`src/rtl/writeback_pkg.sv`:
```
// Shared encodings for the writeback stage: operand sizes, FSM states and the
// beat-count helper used to split memory writes into 32-bit beats.
package writeback_pkg;

    typedef enum logic [1:0] {
        OP_8  = 2'd0,
        OP_16 = 2'd1,
        OP_32 = 2'd2,
        OP_64 = 2'd3
    } wb_opsize_e;

    typedef enum logic [1:0] {
        ST_IDLE = 2'd0,
        ST_REG  = 2'd1,
        ST_MEM  = 2'd2,
        ST_SYS  = 2'd3
    } wb_state_e;

    localparam int WB_MAX_BEATS = 3;
    localparam int WB_BEAT_W    = 2;

    // ceil((off + bytes) / 4); the largest span is 3 + 8 = 11 bytes -> 3 beats.
    function automatic logic [1:0] wb_beat_count(input logic [1:0] off, input logic [1:0] opsize);
        logic [3:0] span;
        span = {2'b00, off} + (4'd1 << opsize) + 4'd3;
        return span[3:2];
    endfunction

endpackage

```
`src/rtl/wb_mem_splitter.sv`:
```
// Combinational split of one memory write into word-aligned 32-bit beats:
// beat count plus the address, data and byte enables of the selected beat.
module wb_mem_splitter
    import writeback_pkg::*;
(
    input  logic [31:0] i_addr,
    input  logic [1:0]  i_opsize,
    input  logic [63:0] i_result,
    input  logic [1:0]  i_beat,
    output logic [1:0]  o_beats,
    output logic [31:0] o_addr,
    output logic [31:0] o_data,
    output logic [3:0]  o_be
);

    logic [11:0] w_bytes_mask;
    logic [11:0] w_bemask;
    logic [95:0] w_shifted;

    always_comb begin
        case (wb_opsize_e'(i_opsize))
            OP_8:    w_bytes_mask = 12'h001;
            OP_16:   w_bytes_mask = 12'h003;
            OP_32:   w_bytes_mask = 12'h00F;
            default: w_bytes_mask = 12'h0FF;
        endcase
    end

    assign w_shifted = {32'd0, i_result} << {i_addr[1:0], 3'b000};
    assign w_bemask  = w_bytes_mask << i_addr[1:0];
    assign o_beats   = wb_beat_count(i_addr[1:0], i_opsize);
    // Beat addresses wrap naturally modulo 2^32.
    assign o_addr    = {i_addr[31:2], 2'b00} + {28'd0, i_beat, 2'b00};

    always_comb begin
        case (i_beat)
            2'd0: begin
                o_data = w_shifted[31:0];
                o_be   = w_bemask[3:0];
            end
            2'd1: begin
                o_data = w_shifted[63:32];
                o_be   = w_bemask[7:4];
            end
            default: begin
                o_data = w_shifted[95:64];
                o_be   = w_bemask[11:8];
            end
        endcase
    end

endmodule

```
`src/rtl/writeback_top.sv`:
```
// Writeback stage: accepts one retired op per handshake, commits it to the
// register file or as memory beats, then issues redirect/flush and sys handoff.
module writeback_top
    import writeback_pkg::*;
#(
    parameter int MAX_BEATS = WB_MAX_BEATS,
    parameter int REG_IDX_W = 3
) (
    input  logic                 clk,
    input  logic                 reset,
    input  logic                 wb_valid,
    output logic                 wb_ready,
    input  logic [31:0]          wb_dest_address,
    input  logic [31:0]          wb_dest_reg,
    input  logic [63:0]          wb_result,
    input  logic [1:0]           wb_opsize,
    input  logic                 wb_mem_or_reg,
    input  logic                 wb_to_sys_controller,
    input  logic [31:0]          wb_pc,
    input  logic                 wb_jump_load_address,
    input  logic                 wb_jump_load_cs,
    input  logic [31:0]          wb_cs_out,
    input  logic                 wb_br_misprediction,
    output logic                 rf_we,
    output logic [REG_IDX_W-1:0] rf_idx,
    output logic [63:0]          rf_data,
    output logic [1:0]           rf_size,
    output logic                 mem_req_valid,
    input  logic                 mem_req_ready,
    output logic [31:0]          mem_addr,
    output logic [31:0]          mem_data,
    output logic [3:0]           mem_be,
    output logic                 redirect_valid,
    output logic [31:0]          redirect_eip,
    output logic [15:0]          redirect_cs,
    output logic                 redirect_load_cs,
    output logic                 flush_out,
    output logic                 sys_valid,
    input  logic                 sys_ready,
    output logic [31:0]          sys_pc
);

    localparam logic [WB_BEAT_W-1:0] LAST_BEAT_CAP = WB_BEAT_W'(MAX_BEATS - 1);

    wb_state_e              r_state;
    logic [WB_BEAT_W-1:0]   r_beat;
    logic [31:0]            r_addr;
    logic [REG_IDX_W-1:0]   r_dest;
    logic [63:0]            r_result;
    logic [1:0]             r_opsize;
    logic                   r_to_sys;
    logic [31:0]            r_pc;
    logic                   r_jump_ld;
    logic                   r_jump_cs;
    logic [15:0]            r_cs;
    logic                   r_br_mis;

    logic [1:0]             w_beats;
    logic [31:0]            w_beat_addr;
    logic [31:0]            w_beat_data;
    logic [3:0]             w_beat_be;
    logic                   w_in_mem;
    logic                   w_last_beat;
    logic                   w_leave;
    logic                   w_unused;

    wb_mem_splitter u_splitter (
        .i_addr   (r_addr),
        .i_opsize (r_opsize),
        .i_result (r_result),
        .i_beat   (r_beat),
        .o_beats  (w_beats),
        .o_addr   (w_beat_addr),
        .o_data   (w_beat_data),
        .o_be     (w_beat_be)
    );

    assign w_unused    = &{1'b0, wb_dest_reg[31:REG_IDX_W], wb_cs_out[31:16]};
    assign w_in_mem    = (r_state == ST_MEM);
    assign w_last_beat = (r_beat == w_beats - 2'd1) || (r_beat == LAST_BEAT_CAP);
    // Commit finishes on this cycle's edge: the REG cycle, or the final beat handshake.
    assign w_leave     = (r_state == ST_REG) || (w_in_mem && mem_req_ready && w_last_beat);

    always_ff @(posedge clk or posedge reset) begin
        if (reset) begin
            r_state   <= ST_IDLE;
            r_beat    <= '0;
            r_addr    <= '0;
            r_dest    <= '0;
            r_result  <= '0;
            r_opsize  <= '0;
            r_to_sys  <= 1'b0;
            r_pc      <= '0;
            r_jump_ld <= 1'b0;
            r_jump_cs <= 1'b0;
            r_cs      <= '0;
            r_br_mis  <= 1'b0;
        end else begin
            case (r_state)
                ST_IDLE: begin
                    if (wb_valid) begin
                        r_addr    <= wb_dest_address;
                        r_dest    <= wb_dest_reg[REG_IDX_W-1:0];
                        r_result  <= wb_result;
                        r_opsize  <= wb_opsize;
                        r_to_sys  <= wb_to_sys_controller;
                        r_pc      <= wb_pc;
                        r_jump_ld <= wb_jump_load_address;
                        r_jump_cs <= wb_jump_load_cs;
                        r_cs      <= wb_cs_out[15:0];
                        r_br_mis  <= wb_br_misprediction;
                        r_beat    <= '0;
                        r_state   <= wb_mem_or_reg ? ST_MEM : ST_REG;
                    end
                end
                ST_REG: begin
                    r_state <= r_to_sys ? ST_SYS : ST_IDLE;
                end
                ST_MEM: begin
                    if (mem_req_ready) begin
                        if (w_last_beat) begin
                            r_state <= r_to_sys ? ST_SYS : ST_IDLE;
                        end else begin
                            r_beat <= r_beat + 2'd1;
                        end
                    end
                end
                ST_SYS: begin
                    if (sys_ready) begin
                        r_state <= ST_IDLE;
                    end
                end
                default: r_state <= ST_IDLE;
            endcase
        end
    end

    assign wb_ready         = (r_state == ST_IDLE);
    assign rf_we            = (r_state == ST_REG);
    assign rf_idx           = r_dest;
    assign rf_data          = r_result;
    assign rf_size          = r_opsize;

    assign mem_req_valid    = w_in_mem;
    assign mem_addr         = w_in_mem ? w_beat_addr : 32'd0;
    assign mem_data         = w_in_mem ? w_beat_data : 32'd0;
    assign mem_be           = w_in_mem ? w_beat_be   : 4'd0;

    assign redirect_valid   = w_leave && (r_br_mis || r_jump_ld);
    assign flush_out        = redirect_valid;
    assign redirect_eip     = r_result[31:0];
    assign redirect_cs      = r_cs;
    assign redirect_load_cs = r_jump_cs;

    assign sys_valid        = (r_state == ST_SYS);
    assign sys_pc           = r_pc;

endmodule

```
`config.mk`:
```
export PLATFORM = sky130hd
export DESIGN_NAME = writeback_top
export DESIGN_NICKNAME = d
export VERILOG_FILES = /design/src/rtl/writeback_pkg.sv /design/src/rtl/wb_mem_splitter.sv /design/src/rtl/writeback_top.sv
export SDC_FILE = /design/constraint.sdc
export NUM_CORES = 1
export LEC_CHECK = 0
export CORE_ASPECT_RATIO = 0.5
export CORE_UTILIZATION = 42
export DETAILED_ROUTE_END_ITERATION = 6
export HOLD_SLACK_MARGIN = 0.08
export MAX_ROUTING_LAYER = met4
export PLACE_DENSITY = 0.81
export RECOVER_POWER = 50
export SETUP_SLACK_MARGIN = 0.3
export SYNTH_ARGS = -nofsm -noshare
export SYNTH_HDL_FRONTEND = slang
export SYNTH_SLANG_ARGS = --single-unit
export TNS_END_PERCENT = 50
```
`constraint.sdc`:
```
create_clock -name clk -period 6.2 [get_ports clk]
set_input_delay 1.24 -clock clk [delete_from_list [all_inputs] [get_ports clk]]
set_output_delay 1.24 -clock clk [all_outputs]
set_load 0.02 [all_outputs]
```
==> results.json <==
{
  "drt_wl_total_um": 30200,
  "pre_cts_ws_ns": 1.75,
  "worstSetupPathType": "in -> reg",
  "use_met3_pct": 4.73,
  "ys_warn_count": 0,
  "place_congestion": 0.925,
  "place_inst": 1467,
  "final_core_util_pct": 62.9,
  "synth_edf_count": 0,
  "ys_types": 53,
  "hp-class": "reg -> reg",
  "grt_pass1_wl_um": 45500,
  "status": "complete, but fails checks",
  "synth-seq-cells": 157,
  "fin_ws_ns": 1.04,
  "arrival_ns": 5.49,
  "max_freq_ghz": 0.194,
  "synth_flop_cell": "dfrtp_1",
  "io_buffers": 380,
  "rrSetupSlack_ns": 1.65,
  "p_leak_nw": 5.46,
  "ant_nets": 0,
  "hp-start": "sys_pc[30]$_DFFE_PP0P_",
  "rsz0062_at_grt": "no",
  "grt.busiest_layer": "met2",
  "grt.total_usage_pct": 27.1,
  "routedWlPerCell_um": 20.1,
  "place_hpwl_um": 22300,
  "area_growth_syn_to_layout_pct": 46.2,
  "core_region_area_mm2": 0.0217,
  "rows": 38,
  "period_share_pct": 83.2,
  "slew_headroom_pct": -134,
  "cp_max_fo": 85,
  "cp_slowest_cell": "nand2_1",
  "setup-tns-final_ns": 0,
  "slew_viol_final": 201,
  "grt_pass1_vias": 7990,
  "crit_chain": "dlygate4sd3_1 > nand2_1 > buf_4 > mux2_2",
  "violations": "DRC, capacitance limit, slew limit",
  "root_buffer": "clkbuf_16",
  "min_to": "sys_pc[30]$_DFFE_PP0P_",
  "clk_latency_ns": 0.45,
  "vias": 8128,
  "crit_path_end_kind": "register",
  "power_w": 0.00844,
  "drt_iter0_drc": 556,
  "antenna_found_initial": 2,
  "finalNetCount": 1402,
  "met1_usage_pct": 33.9,
  "synthCells": 871,
  "final_cells": 1501,
  "overflow": 0,
  "die_w_um": 213,
  "maxCapViolCount": 2,
  "ir_drop_v": 0.000286,
  "htree_num_levels": 4,
  "powerDensity_mw_per_mm2": 618,
  "reg2reg_depth": 5,
  "yosysSeqAreaShare_pct": 42.1,
  "postCtsHoldBufs": 0,
  "dr.pass1.iters": 7,
  "finalSetupViolations": 0,
  "grt_max_degree": 115,
  "drive_gt1_share_pct": 19.7,
  "crit_start": "wb_valid",
  "drcViolationCount": 1,
  "die_y_um": 107,
  "start_util_pct": 43.0,
  "cpPeakStageDelay_ns": 2.46,
  "worst_pin_slew_ns": 3.50,
  "reg2reg_from": "r_state[0]$_DFFE_PP0P_",
  "synth.avg_cell_area_um2": 10.7,
  "cts_tree": "yes",
  "worst_r2r_endpoint": "rf_data[14]$_DFFE_PP0P_",
  "min_period_ns": 5.16,
  "netlist_area_mm2": 0.00934,
  "clk_pin_slew_worst_paths_ns": 0.07,
  "die_area_mm2": 0.0229,
  "cts-resized-gates": 0,
  "viasPerCell": 5.42,
  "pin_count": 428,
  "worstPathRequired_ns": 6.52,
  "hold_violations": 0,
  "post_cts_buffers": 0,
  "clock_path_buffers": 2,
  "async_flop_share_pct": 100,
  "clock_skew_ns": 0.0118,
  "cts_buffers": 17,
  "hold_path_depth": 1,
  "met2_usage_pct": 43.3,
  "cp-start-kind": "input pin",
  "cts.sinks": 157
}
cells in the mapped netlist (16+ instances only):
library cell,number,share of area [%]
clkbuf_1,30,1.2
buf_4,37,3.0
nand2_1,52,2.1
dfrtp_1,157,42
xnor2_1,20,1.9
o22ai_1,22,1.5
mux2i_1,46,4.9
a21oi_1,33,1.8
nor2_1,81,3.3
nand3_1,16,0.86
mux2_2,175,21
buf_2,21,1.1
o21ai_0,17,0.91
a22oi_1,22,1.8
critical path: cells and delay by family:
kind | cells | cell delay, ns
buf+inv | 2 | 1.30
mux | 1 | 0.39
simple gates | 1 | 2.46
kinds of logic (layout without fill, tap and decap cells):
logic type               after synthesis  count (layout)  synth area share, %
multiplexers                         224             224                 26.7
AND/OR/NAND/NOR                      208             208                 11.2
flip-flops                           157             157                 42.1
AO/OA/AOI/OAI                        133             133                 9.37
buffers and inverters                106             433                 6.11
XOR/XNOR                              30              30                 2.81
adder cells (fa/ha/maj)               12              12                 1.77
other                                  1               4               0.0402
how the worst max path moves through the flow:
stage | depth (start not counted) | slack [ns] | endpoint
after global routing | 4 | 0.68 | rf_data[8]$_DFFE_PP0P_
final | 4 | 1.04 | rf_data[14]$_DFFE_PP0P_
after detailed placement | 10 | 1.75 | redirect_valid
after floorplan | 1 | 0.73 | r_addr[0]$_DFFE_PP0P_
after CTS | 10 | 1.26 | redirect_valid
after global placement | 10 | 1.81 | flush_out
power breakdown:
group | internal (W) | switching, W | total (W)
Combinational | 0.00249 | 0.00261 | 0.00510
Clock | 0.000547 | 0.000496 | 0.00104
Sequential | 0.00155 | 0.000743 | 0.00229
Total | 0.00459 | 0.00385 | 0.00844
layer usage:
layer | wire length (um) | part of all wire, %
met5 | 0 | 0
met1 | 12900 | 43
met3 | 1570 | 5.2
met4 | 843 | 2.8
met2 | 14900 | 49
metrics by stage:
stage | hold slack (ns) | instance area [um2]
final | 0.502 | 13700
after global placement | 0.487 | 13100
after global routing | 0.516 | 13700
after detailed placement | 0.493 | 13100
after floorplan | 0.480 | 9340
after CTS | 0.508 | 13700
layout make-up:
| type | instances | area, um2 |
|---|---|---|
| clock inverter | 14 | 140 |
| timing repair buffer | 389 | 3870 |
| clock buffer | 18 | 439 |
| fill | 1787 | 8070 |
| antenna | 2 | 5.00 |
| sequential | 157 | 3930 |
| tap | 300 | 375 |
| multi-input combinational | 609 | 4840 |
| inverter | 12 | 48.8 |
state kept, by name, indices dropped and copies added (netlist names):
register          count
r_addr               32
redirect_load_cs      1
rf_data              64
rf_idx                3
rf_size               2
r_jump_ld             1
redirect_cs          16
r_to_sys              1
r_state               2
sys_pc               32
r_br_mis              1
r_beat                2
cell usage in the layout, fill, tap and decap left out, drive strengths merged, types with 3 or more instances in the layout:
cell	netlist	layout
a21oi	33	33
and3	5	5
mux2i	47	47
a22oi	22	22
inv	12	21
dlygate4sd3	0	74
a32oi	5	5
clkbuf	30	18
a22o	6	6
o22ai	22	22
dfrtp	157	157
and4	3	3
nor2	81	81
or2	3	3
nor3	6	6
nand2b	6	6
nor2b	10	10
nor4	8	8
clkinv	0	3
a221oi	7	7
and2	4	4
nand4	9	9
buf	64	9
o21ai	17	17
nand3	17	17
o211ai	9	9
xnor2	20	20
nand2	53	53
xor2	10	10
ha	10	10
mux2	175	175
clkdlybuf4s50	0	306
a21o	5	5
(Power assumes the default switching activity.)
